[src/rtl/alsu_pkg.sv]
// alsu_pkg: shared definitions for the ALSU logic issue stage.
//   - logic-unit select encodings
//   - default operand/select widths
//   - command record {a, b, sel} as carried through the issue FIFO
//   - output-slot state encoding
package alsu_pkg;

  localparam int ALSU_DATA_W = 4;
  localparam int ALSU_SEL_W  = 2;

  localparam logic [ALSU_SEL_W-1:0] SEL_AND  = 2'b00;
  localparam logic [ALSU_SEL_W-1:0] SEL_OR   = 2'b01;
  localparam logic [ALSU_SEL_W-1:0] SEL_XOR  = 2'b10;
  localparam logic [ALSU_SEL_W-1:0] SEL_XNOR = 2'b11;

  typedef struct packed {
    logic [ALSU_DATA_W-1:0] a;
    logic [ALSU_DATA_W-1:0] b;
    logic [ALSU_SEL_W-1:0]  sel;
  } cmd_t;

  typedef enum logic {
    SLOT_IDLE = 1'b0,
    SLOT_HOLD = 1'b1
  } slot_state_t;

endpackage

[src/rtl/alsu_cmd_fifo.sv]
// alsu_cmd_fifo: parameterised synchronous FIFO for issue commands.
//   clk, rst   : clock, synchronous active-high reset (clears pointers/count)
//   push       : write push_data at the tail (ignored when full)
//   push_data  : entry to write
//   pop        : drop the head entry (ignored when empty)
//   head       : current head entry (undefined when empty)
//   count      : occupancy, 0..DEPTH
//   full       : count == DEPTH
// DEPTH must be a power of 2 (>= 2) so pointers wrap naturally.
module alsu_cmd_fifo #(
  parameter int WIDTH = 10,
  parameter int DEPTH = 4
) (
  input  logic                     clk,
  input  logic                     rst,
  input  logic                     push,
  input  logic [WIDTH-1:0]         push_data,
  input  logic                     pop,
  output logic [WIDTH-1:0]         head,
  output logic [$clog2(DEPTH):0]   count,
  output logic                     full
);

  localparam int PTR_W = $clog2(DEPTH);
  localparam int CNT_W = PTR_W + 1;
  localparam logic [CNT_W-1:0] FULL_CNT = CNT_W'(DEPTH);

  logic [WIDTH-1:0] mem [DEPTH];
  logic [PTR_W-1:0] wr_ptr;
  logic [PTR_W-1:0] rd_ptr;
  logic             do_push;
  logic             do_pop;

  always_comb begin
    full    = (count == FULL_CNT);
    do_push = push && !full;
    do_pop  = pop && (count != '0);
    head    = mem[rd_ptr];
  end

  always_ff @(posedge clk) begin
    if (do_push) begin
      mem[wr_ptr] <= push_data;
    end
  end

  always_ff @(posedge clk) begin
    if (rst) begin
      wr_ptr <= '0;
      rd_ptr <= '0;
      count  <= '0;
    end else begin
      if (do_push) wr_ptr <= wr_ptr + PTR_W'(1);
      if (do_pop)  rd_ptr <= rd_ptr + PTR_W'(1);
      case ({do_push, do_pop})
        2'b10:   count <= count + CNT_W'(1);
        2'b01:   count <= count - CNT_W'(1);
        default: count <= count;
      endcase
    end
  end

endmodule

[src/rtl/alsu_logic_issue_stage.sv]
// alsu_logic_issue_stage: sequential wrapper around the 4-bit logic unit.
//   clk, rst           : clock, synchronous active-high reset
//   In_Valid/In_Ready  : command handshake; In_Ready = (Count < DEPTH)
//   A, B, Sel          : command operands and operation select
//   Op_A, Op_B, Op_Sel : FIFO head driven to the logic unit (0 when empty)
//   Op_Out             : combinational logic-unit result
//   Out, Out_Sel       : registered result and the select that produced it
//   Out_Valid/Out_Ready: result handshake
//   Out_Zero           : registered (captured Op_Out == 0), only with
//                        ALSU_ZERO_FLAG_EN defined
//   Count              : FIFO occupancy, excluding the output slot
module alsu_logic_issue_stage
  import alsu_pkg::*;
#(
  parameter int DATA_W = ALSU_DATA_W,
  parameter int SEL_W  = ALSU_SEL_W,
  parameter int DEPTH  = 4
) (
  input  logic                    clk,
  input  logic                    rst,
  input  logic                    In_Valid,
  output logic                    In_Ready,
  input  logic [DATA_W-1:0]       A,
  input  logic [DATA_W-1:0]       B,
  input  logic [SEL_W-1:0]        Sel,
  output logic [DATA_W-1:0]       Op_A,
  output logic [DATA_W-1:0]       Op_B,
  output logic [SEL_W-1:0]        Op_Sel,
  input  logic [DATA_W-1:0]       Op_Out,
  output logic [DATA_W-1:0]       Out,
  output logic [SEL_W-1:0]        Out_Sel,
  output logic                    Out_Valid,
  input  logic                    Out_Ready,
`ifdef ALSU_ZERO_FLAG_EN
  output logic                    Out_Zero,
`endif
  output logic [$clog2(DEPTH):0]  Count
);

  localparam int CMD_W = 2 * DATA_W + SEL_W;

  slot_state_t      state;
  logic [CMD_W-1:0] head;
  logic             full;
  logic             empty;
  logic             push;
  logic             pop;

  alsu_cmd_fifo #(
    .WIDTH (CMD_W),
    .DEPTH (DEPTH)
  ) u_fifo (
    .clk       (clk),
    .rst       (rst),
    .push      (push),
    .push_data ({A, B, Sel}),
    .pop       (pop),
    .head      (head),
    .count     (Count),
    .full      (full)
  );

  always_comb begin
    empty    = (Count == '0);
    In_Ready = !full;
    push     = In_Valid && !full;
    // The slot takes a new head whenever it is empty or being drained.
    pop      = !empty && ((state == SLOT_IDLE) || Out_Ready);
    Op_A     = empty ? '0 : head[CMD_W-1 -: DATA_W];
    Op_B     = empty ? '0 : head[SEL_W +: DATA_W];
    Op_Sel   = empty ? '0 : head[SEL_W-1:0];
  end

  always_ff @(posedge clk) begin
    if (rst) begin
      state     <= SLOT_IDLE;
      Out       <= '0;
      Out_Sel   <= '0;
      Out_Valid <= 1'b0;
`ifdef ALSU_ZERO_FLAG_EN
      Out_Zero  <= 1'b0;
`endif
    end else if (pop) begin
      state     <= SLOT_HOLD;
      Out       <= Op_Out;
      Out_Sel   <= Op_Sel;
      Out_Valid <= 1'b1;
`ifdef ALSU_ZERO_FLAG_EN
      Out_Zero  <= (Op_Out == '0);
`endif
    end else if ((state == SLOT_HOLD) && Out_Ready) begin
      state     <= SLOT_IDLE;
      Out_Valid <= 1'b0;
    end
  end

endmodule

[config.mk]
export PLATFORM = sky130hd
export DESIGN_NAME = alsu_logic_issue_stage
export DESIGN_NICKNAME = d
export VERILOG_FILES = /design/src/rtl/alsu_pkg.sv /design/src/rtl/alsu_cmd_fifo.sv /design/src/rtl/alsu_logic_issue_stage.sv
export SDC_FILE = /design/constraint.sdc
export NUM_CORES = 1
export LEC_CHECK = 0
export CAP_MARGIN = 5
export CORE_MARGIN = 2
export CORE_UTILIZATION = 40
export DETAILED_ROUTE_END_ITERATION = 10
export PLACE_DENSITY = 0.63
export RECOVER_POWER = 50
export SLEW_MARGIN = 20
export SYNTH_ARGS = -nofsm -noshare
export SYNTH_HDL_FRONTEND = slang
export SYNTH_SLANG_ARGS = --single-unit
[constraint.sdc]
create_clock -name clk -period 2.11 [get_ports clk]
set_input_delay 0.633 -clock clk [delete_from_list [all_inputs] [get_ports clk]]
set_output_delay 0.633 -clock clk [all_outputs]
set_load 0.05 [all_outputs]
==> impl_metrics.env <==
export IMPL_p_per_area_nw_per_um2=1520
export IMPL_syn_to_final_growth_pct=38.8
export IMPL_crit_arrival_ns=1.65
export IMPL_drc=0
export IMPL_synth_nets=174
export IMPL_synth_xor_area_frac=0.00773
export IMPL_antenna_found_initial=0
export IMPL_finalCritPeriodShare=1.08
export IMPL_worst_slack_ns=-0.173
export IMPL_worst_pin_slew_ns=0.633
export IMPL_wl_mm=4.54
export IMPL_power_total_mw=4.78
export IMPL_num_vias=1405
export IMPL_fin_skew_ns=0.00388
export IMPL_muxShareOfSynthArea=0.0994
export IMPL_via_per_inst=4.98
export IMPL_stdcell_area_sq_um=3150
export IMPL_fin_nets=233
export IMPL_setup_tns_ns=-1.51
export IMPL_reg2regPathDepth=8
export IMPL_place_ws_ns=-0.474
export IMPL_placed_cells=267
export IMPL_finalSetupViolCount=10
export IMPL_fin_cells=282
export IMPL_finish_utilization=0.575
export IMPL_grtUsageTotal=0.158
export IMPL_yosys_area_share_adder=0.0364
export IMPL_clkTransAtPathRegs_ns=0.09
export IMPL_place_area_sq_um=2860
export IMPL_grt_pass1_wl_mm=7.31
export IMPL_violations="setup timing"
export IMPL_hold_buffers=0
export IMPL_dieArea_sq_um=6280
export IMPL_final_cell_mix="edfxtp_1 (40), buf_4 (22), a21oi_1 (12)"
export IMPL_status="complete, but fails checks"
export IMPL_clock_latency_ns=0.30
export IMPL_drt_pass1_iterations=4
export IMPL_die_w_um=79.3
export IMPL_core_area_sq_um=5470
export IMPL_drv_slew=0
export IMPL_io_buffers=38
export IMPL_cts_buffer_depth=2
export IMPL_grt_setup_unrepaired="yes"
export IMPL_boundaryPins=39
export IMPL_fin_worst_hold_slack_ns=0.486
export IMPL_syn_area_per_cell_sq_um=15.1
export IMPL_fillers=469
export IMPL_num_antenna_cells=0
export IMPL_synth_compound_area_frac=0.0635
export IMPL_wire_per_inst_um=16.1
export IMPL_hold_class="flop to flop"
export IMPL_leakage_nw=1.18
export IMPL_yosysWarnings=0
export IMPL_crit_path_start_kind="flop"
export IMPL_cts_tree="done"
export IMPL_min_period_ns=2.28
export IMPL_syn_inst=150
export IMPL_final_common_cell="edfxtp_1"
export IMPL_fp_row_count=27
export IMPL_hold_viol=0
export IMPL_overflow=0
export IMPL_die_h_um=79.3
export IMPL_grt_max_degree=17
export IMPL_root_buffer="clkbuf_8"
export IMPL_ir_drop_mv=0.667
export IMPL_drive_above_1_share=0.400
export IMPL_place_detailed_hpwl_mm=3.09
export IMPL_hold_depth=2
export IMPL_start_util=0.414
export IMPL_synth_seq_area_share=0.671
export IMPL_cts_inserted_buffers=5
export IMPL_ys_ff_latch=56
export IMPL_relSlewSlack=0.580
export IMPL_grt_pass1_vias=1563
export IMPL_gp_congestion=0.784
export IMPL_cp_required_ns=1.48
export IMPL_cp_end_kind="output port"
export IMPL_htree_levels=2
export IMPL_cts_sinks=56
export IMPL_crit_fanout=5
export IMPL_synthSimpleGateAreaFrac=0.0883
export IMPL_worstSetupPathType="flop to output port"
export IMPL_ant_nets=0
export IMPL_synth_area_sq_um=2270
export IMPL_max_freq_mhz=438
export IMPL_initialDrtViolationCount=57
export IMPL_max_cap_viol_count=0
export IMPL_ys_types=28
export IMPL_synth_top_family_by_area="multiplexers"
-- power breakdown --
part,internal (mW),switching (mW),leakage (nW)
clock network,0.352,0.317,0.0552
logic,1.19,1.43,0.619
registers,1.38,0.112,0.502
total,2.93,1.86,1.18
-- critical path, cell delays in order, from the launching register on --
cell     delay (ns)
dfxtp_4        0.40
buf_12         0.13
mux4_2         0.51
and2_4         0.16
buf_6          0.14
-- cell usage after synthesis (all sizes together) --
cell type / instances / area share
nand3: 8 / 0.018
and3: 4 / 0.011
or3b: 1 / 0.0039
mux4: 10 / 0.099
a31o: 1 / 0.0039
nand2: 1 / 0.0017
o21ai: 8 / 0.018
or3: 3 / 0.0083
xor2: 2 / 0.0077
a21o: 2 / 0.0066
ha: 5 / 0.028
a21oi: 13 / 0.029
nand2b: 1 / 0.0028
nor3: 1 / 0.0044
inv: 6 / 0.0099
buf: 5 / 0.014
nor2: 5 / 0.0083
clkbuf: 5 / 0.0088
and2: 10 / 0.028
a311oi: 1 / 0.0066
fa: 1 / 0.0088
dfxtp: 16 / 0.14
edfxtp: 40 / 0.53
nor2b: 1 / 0.0028
-- logic make-up after synthesis --
kind of cell               count (synthesis)
DFF                                       56
and+or+nand+nor                           35
AOI/OAI and AO/OA                         25
buffers and inverters                     16
muxes                                     10
adders and majority gates                  6
xor gates and xnor gates                   2
-- registers in the layout (all words and copies together) (netlist names), named ones only --
name	cells
u_fifo.wr_ptr	2
Out_Sel	2
Out	4
u_fifo.mem	40
u_fifo.rd_ptr	2
state	1
u_fifo.count	3
-- final timing paths --
| kind | start | end | slack [ns] |
|---|---|---|---|
| min | Out_Sel[1]$_SDFFE_PP0P_ | Out_Sel[1]$_SDFFE_PP0P_ | 0.49 |
| max | flop | Op_Sel[1] | -0.17 |
| min reg2reg | Out_Sel[1]$_SDFFE_PP0P_ | Out_Sel[1]$_SDFFE_PP0P_ | 0.49 |
| max reg2reg | u_fifo.count[0]$_SDFFE_PP0P_ | u_fifo.count[2]$_SDFFE_PP0P_ | 0.06 |
-- what timing repair did --
item / 4_1_cts / 5_1_grt
pin swaps: 12 / 9
resized for setup: 34 / 7
cloned: 1 / 0
setup buffers: 5 / 1
setup endpoints to repair: 11 / 14
-- final cells by class --
cell class	count	area (sq um)	area share
clock inverters	2	35.0	0.0111
multi-input cells	78	743	0.236
flip-flops and latches	56	1540	0.489
clock buffers	6	72.6	0.0231
inverters	6	22.5	0.00716
well taps	72	90.1	0.0286
repair buffers	62	643	0.204
-- routing by layer --
metal | vias to the layer above | wire length (um) | track usage
met1 | 696 | 1890 | 0.180
met2 | 29 | 2380 | 0.283
met4 | 0 | 85 | 0.0552
met5 | - | 0 | 0
met3 | 8 | 192 | 0.0420
li1 | 672 | - | -
Note: power is estimated with default switching activity, not from simulation.
==> RTL change, RTL diff (same flow settings) <==
The option `ALSU_ZERO_FLAG_EN` is turned on by a define.
--- a/src/rtl/alsu_logic_issue_stage.sv
+++ b/src/rtl/alsu_logic_issue_stage.sv
@@ -9,6 +9,8 @@
 //   Out_Zero           : registered (captured Op_Out == 0), only with
 //                        ALSU_ZERO_FLAG_EN defined
 //   Count              : FIFO occupancy, excluding the output slot
+`define ALSU_ZERO_FLAG_EN
+
 module alsu_logic_issue_stage
   import alsu_pkg::*;
 #(
Formal check against the unedited RTL (old outputs only; new: Out_Zero): equivalent (equiv_simple and equiv_induct, registers matched by name and starting in step).
==> RTL change against the unedited design <==
The run still ends with negative setup slack left. Final cell count up 2.8%. Worst setup slack got worse by 0.032 ns. Total power rose by 5.9%. Sequential cell count grew 1. Register-to-register slack got worse by 0.06 ns. Critical path depth unchanged. Wire length increased by 3.2%. Cell area rose by 2.5%. Clock power grew 64%. Synthesized area rose by 1.8%. Via count grew 5.3%. Critical path type unchanged.
==> RTL change: results (changes against the unedited design) <==
H-tree depth=3 (was 2); Num CTS Buffers=9 (was 5); Yosys warning count=0 (unchanged); Async S/R FF share, synth=0% (unchanged); Crit Path Max Fanout=5 (unchanged); Commonest cells post-synth=40 x edfxtp_1, 17 x dfxtp_1, 14 x a21oi_1 (was 40 x edfxtp_1, 16 x dfxtp_1, 13 x a21oi_1); final setup violation count=12 (was 10); violations in the final reports=negative setup slack (unchanged); Total Wirelength=4688 um (was 4543 um); Setup Skew=0.006459 ns (was 0.003876 ns); FILL cells=451 (was 469); placed wire-length estimate=3133 um (was 3092 um); DRT iter0 DRCs=76 (was 57); EDFF count, synth=40 (unchanged); Port Buffers=39 (was 38); first-pass GRT wire length=7431 um (was 7314 um); Clock Latency Late Sink=0.32 ns (was 0.30 ns); status=finished with violations (unchanged); peak supply drop=0.8034 mV (was 0.6673 mV); Critical Path Source Type=flop (unchanged); CP max-delay cell=mux4_2 (unchanged); root buf cell=clkbuf_8 (unchanged); Worst-Margin Slew=0.5369 ns (was 0.6334 ns); synth top area cells=edfxtp_1 52%, dfxtp_1 15%, mux4_2 9.8% (was edfxtp_1 53%, dfxtp_1 14%, mux4_2 9.9%); largest registers=u_fifo.mem (40), Out (4), u_fifo.count (3) (unchanged); reg-to-reg startpoint=u_fifo.count[2]$_SDFFE_PP0P_ (was u_fifo.count[0]$_SDFFE_PP0P_); Syn Nets=180 (was 174); initial antenna violation count=0 (unchanged); switch share=38.57% (was 38.78%); # diodes=0 (unchanged); pin count of the biggest net entering global routing=13 (was 17); register area share after synthesis=66.85% (was 67.15%); worst hold start=Out_Zero$_SDFFE_PP0P_ (was Out_Sel[1]$_SDFFE_PP0P_); Arr. time, crit path=1.68 ns (was 1.65 ns); Worst path top cell family by delay=multiplexers (unchanged); final net count=237 (was 233); Lkg Pwr=1.174 nW (was 1.176 nW); distinct cell type count after synthesis=30 (was 28); fraction of layout cells with a size suffix above 1=36.70% (was 40.00%); min-delay worst type=flop to flop (unchanged); Final GP Congestion=0.7730 (was 0.7837); CTS max path bufs=2 (unchanged); vias in the first global route=1517 (was 1563); Fin. Hold Viols=0 (unchanged); DRT Pass-1 Iters=4 (unchanged); GR Util All Layers=16.28% (was 15.75%); Via density=5.100 (was 4.982); Final Worst Setup Slack=-0.2047 ns (was -0.1730 ns); Largest stage delay, worst path=0.54 ns (was 0.51 ns); Clock transition at path regs=0.07 ns (was 0.09 ns)
==> RTL change: cell type report <==
| cell class | count | area [um^2] | area share, % |
|---|---|---|---|
| clock buffers | 9 | 123.9 | 3.842 |
| clock inverters | 7 | 95.09 | 2.949 |
| inverters | 6 | 22.52 | 0.6985 |
| multi-input cells | 82 | 739.5 | 22.93 |
| flip-flops and latches | 57 | 1551 | 48.12 |
| well taps | 72 | 90.09 | 2.794 |
| repair buffers | 57 | 601.8 | 18.67 |
==> RTL change: metrics by stage <==
stage	hold WS (ns)	cells	TNS (ns)	setup WS [ns]	area, um^2
2_1_floorplan	0.5168	156	-0.1362	-0.1362	2362
3_3_place_gp	0.4637	271	-0.6658	-0.4276	2905
3_5_place_dp	0.4714	271	-0.8167	-0.5181	2905
4_1_cts	0.4807	289	-1.908	-0.2060	3232
5_1_grt	0.5138	290	-2.554	-0.2564	3224
6_report	0.4848	290	-1.806	-0.2047	3224
==> RTL change: metal layers <==
layer,track usage [%],vias up,share of wire [%]
li1,-,699,-
met1,18.10,743,39
met2,28.67,32,56
met3,4.864,5,3.5
met4,7.119,0,1.3
met5,0,-,0
==> RTL change: repair_timing <==
action,4_1_cts,5_1_grt
pin swaps,6,2
cloned,1,0
gates resized for setup,23,0
setup endpoints to repair,12,11
setup buffers,1,1
hold endpoints to repair,0,0
==> RTL change: cell families (layout without fill, tap and decap cells) <==
logic type               after synthesis  after routing  synth area share (%)
AO/OA/AOI/OAI                         27             27                 6.674
XOR/XNOR                               2              2                0.7598
adder cells (fa/ha/maj)                6              6                 3.581
buffers and inverters                 17             79                 3.363
flip-flops                            57             57                 66.85
multiplexers                          10             10                 9.767
AND/OR/NAND/NOR                       37             37                 9.007
==> RTL change: power groups by stage <==
stage                     logic [W]  registers (W)  clock network (W)
final                       0.00245        0.00152            0.00110
after global placement      0.00217        0.00151                  0
after floorplan             0.00133        0.00174                  0
after CTS                   0.00249        0.00152            0.00111
after detailed placement    0.00224        0.00153                  0
after global routing        0.00261        0.00153            0.00117
==> RTL change: worst reg2reg max path, cell delays in order (launching register included) <==
cell,delay (ns)
dfxtp_1,0.42
or3b_4,0.43
nand2_4,0.08
ha_4,0.13
inv_2,0.04
fa_2,0.34
xor2_1,0.16
or3_4,0.33
a21oi_2,0.12
==> RTL change: final timing paths <==
path              depth (start not counted)  slack, ns                           end
setup / recovery                          4      -0.20                     Op_Sel[0]
hold / removal                            2       0.48         Out_Zero$_SDFFE_PP0P_
setup reg to reg                          8          0  u_fifo.count[2]$_SDFFE_PP0P_
hold reg to reg                           2       0.48         Out_Zero$_SDFFE_PP0P_
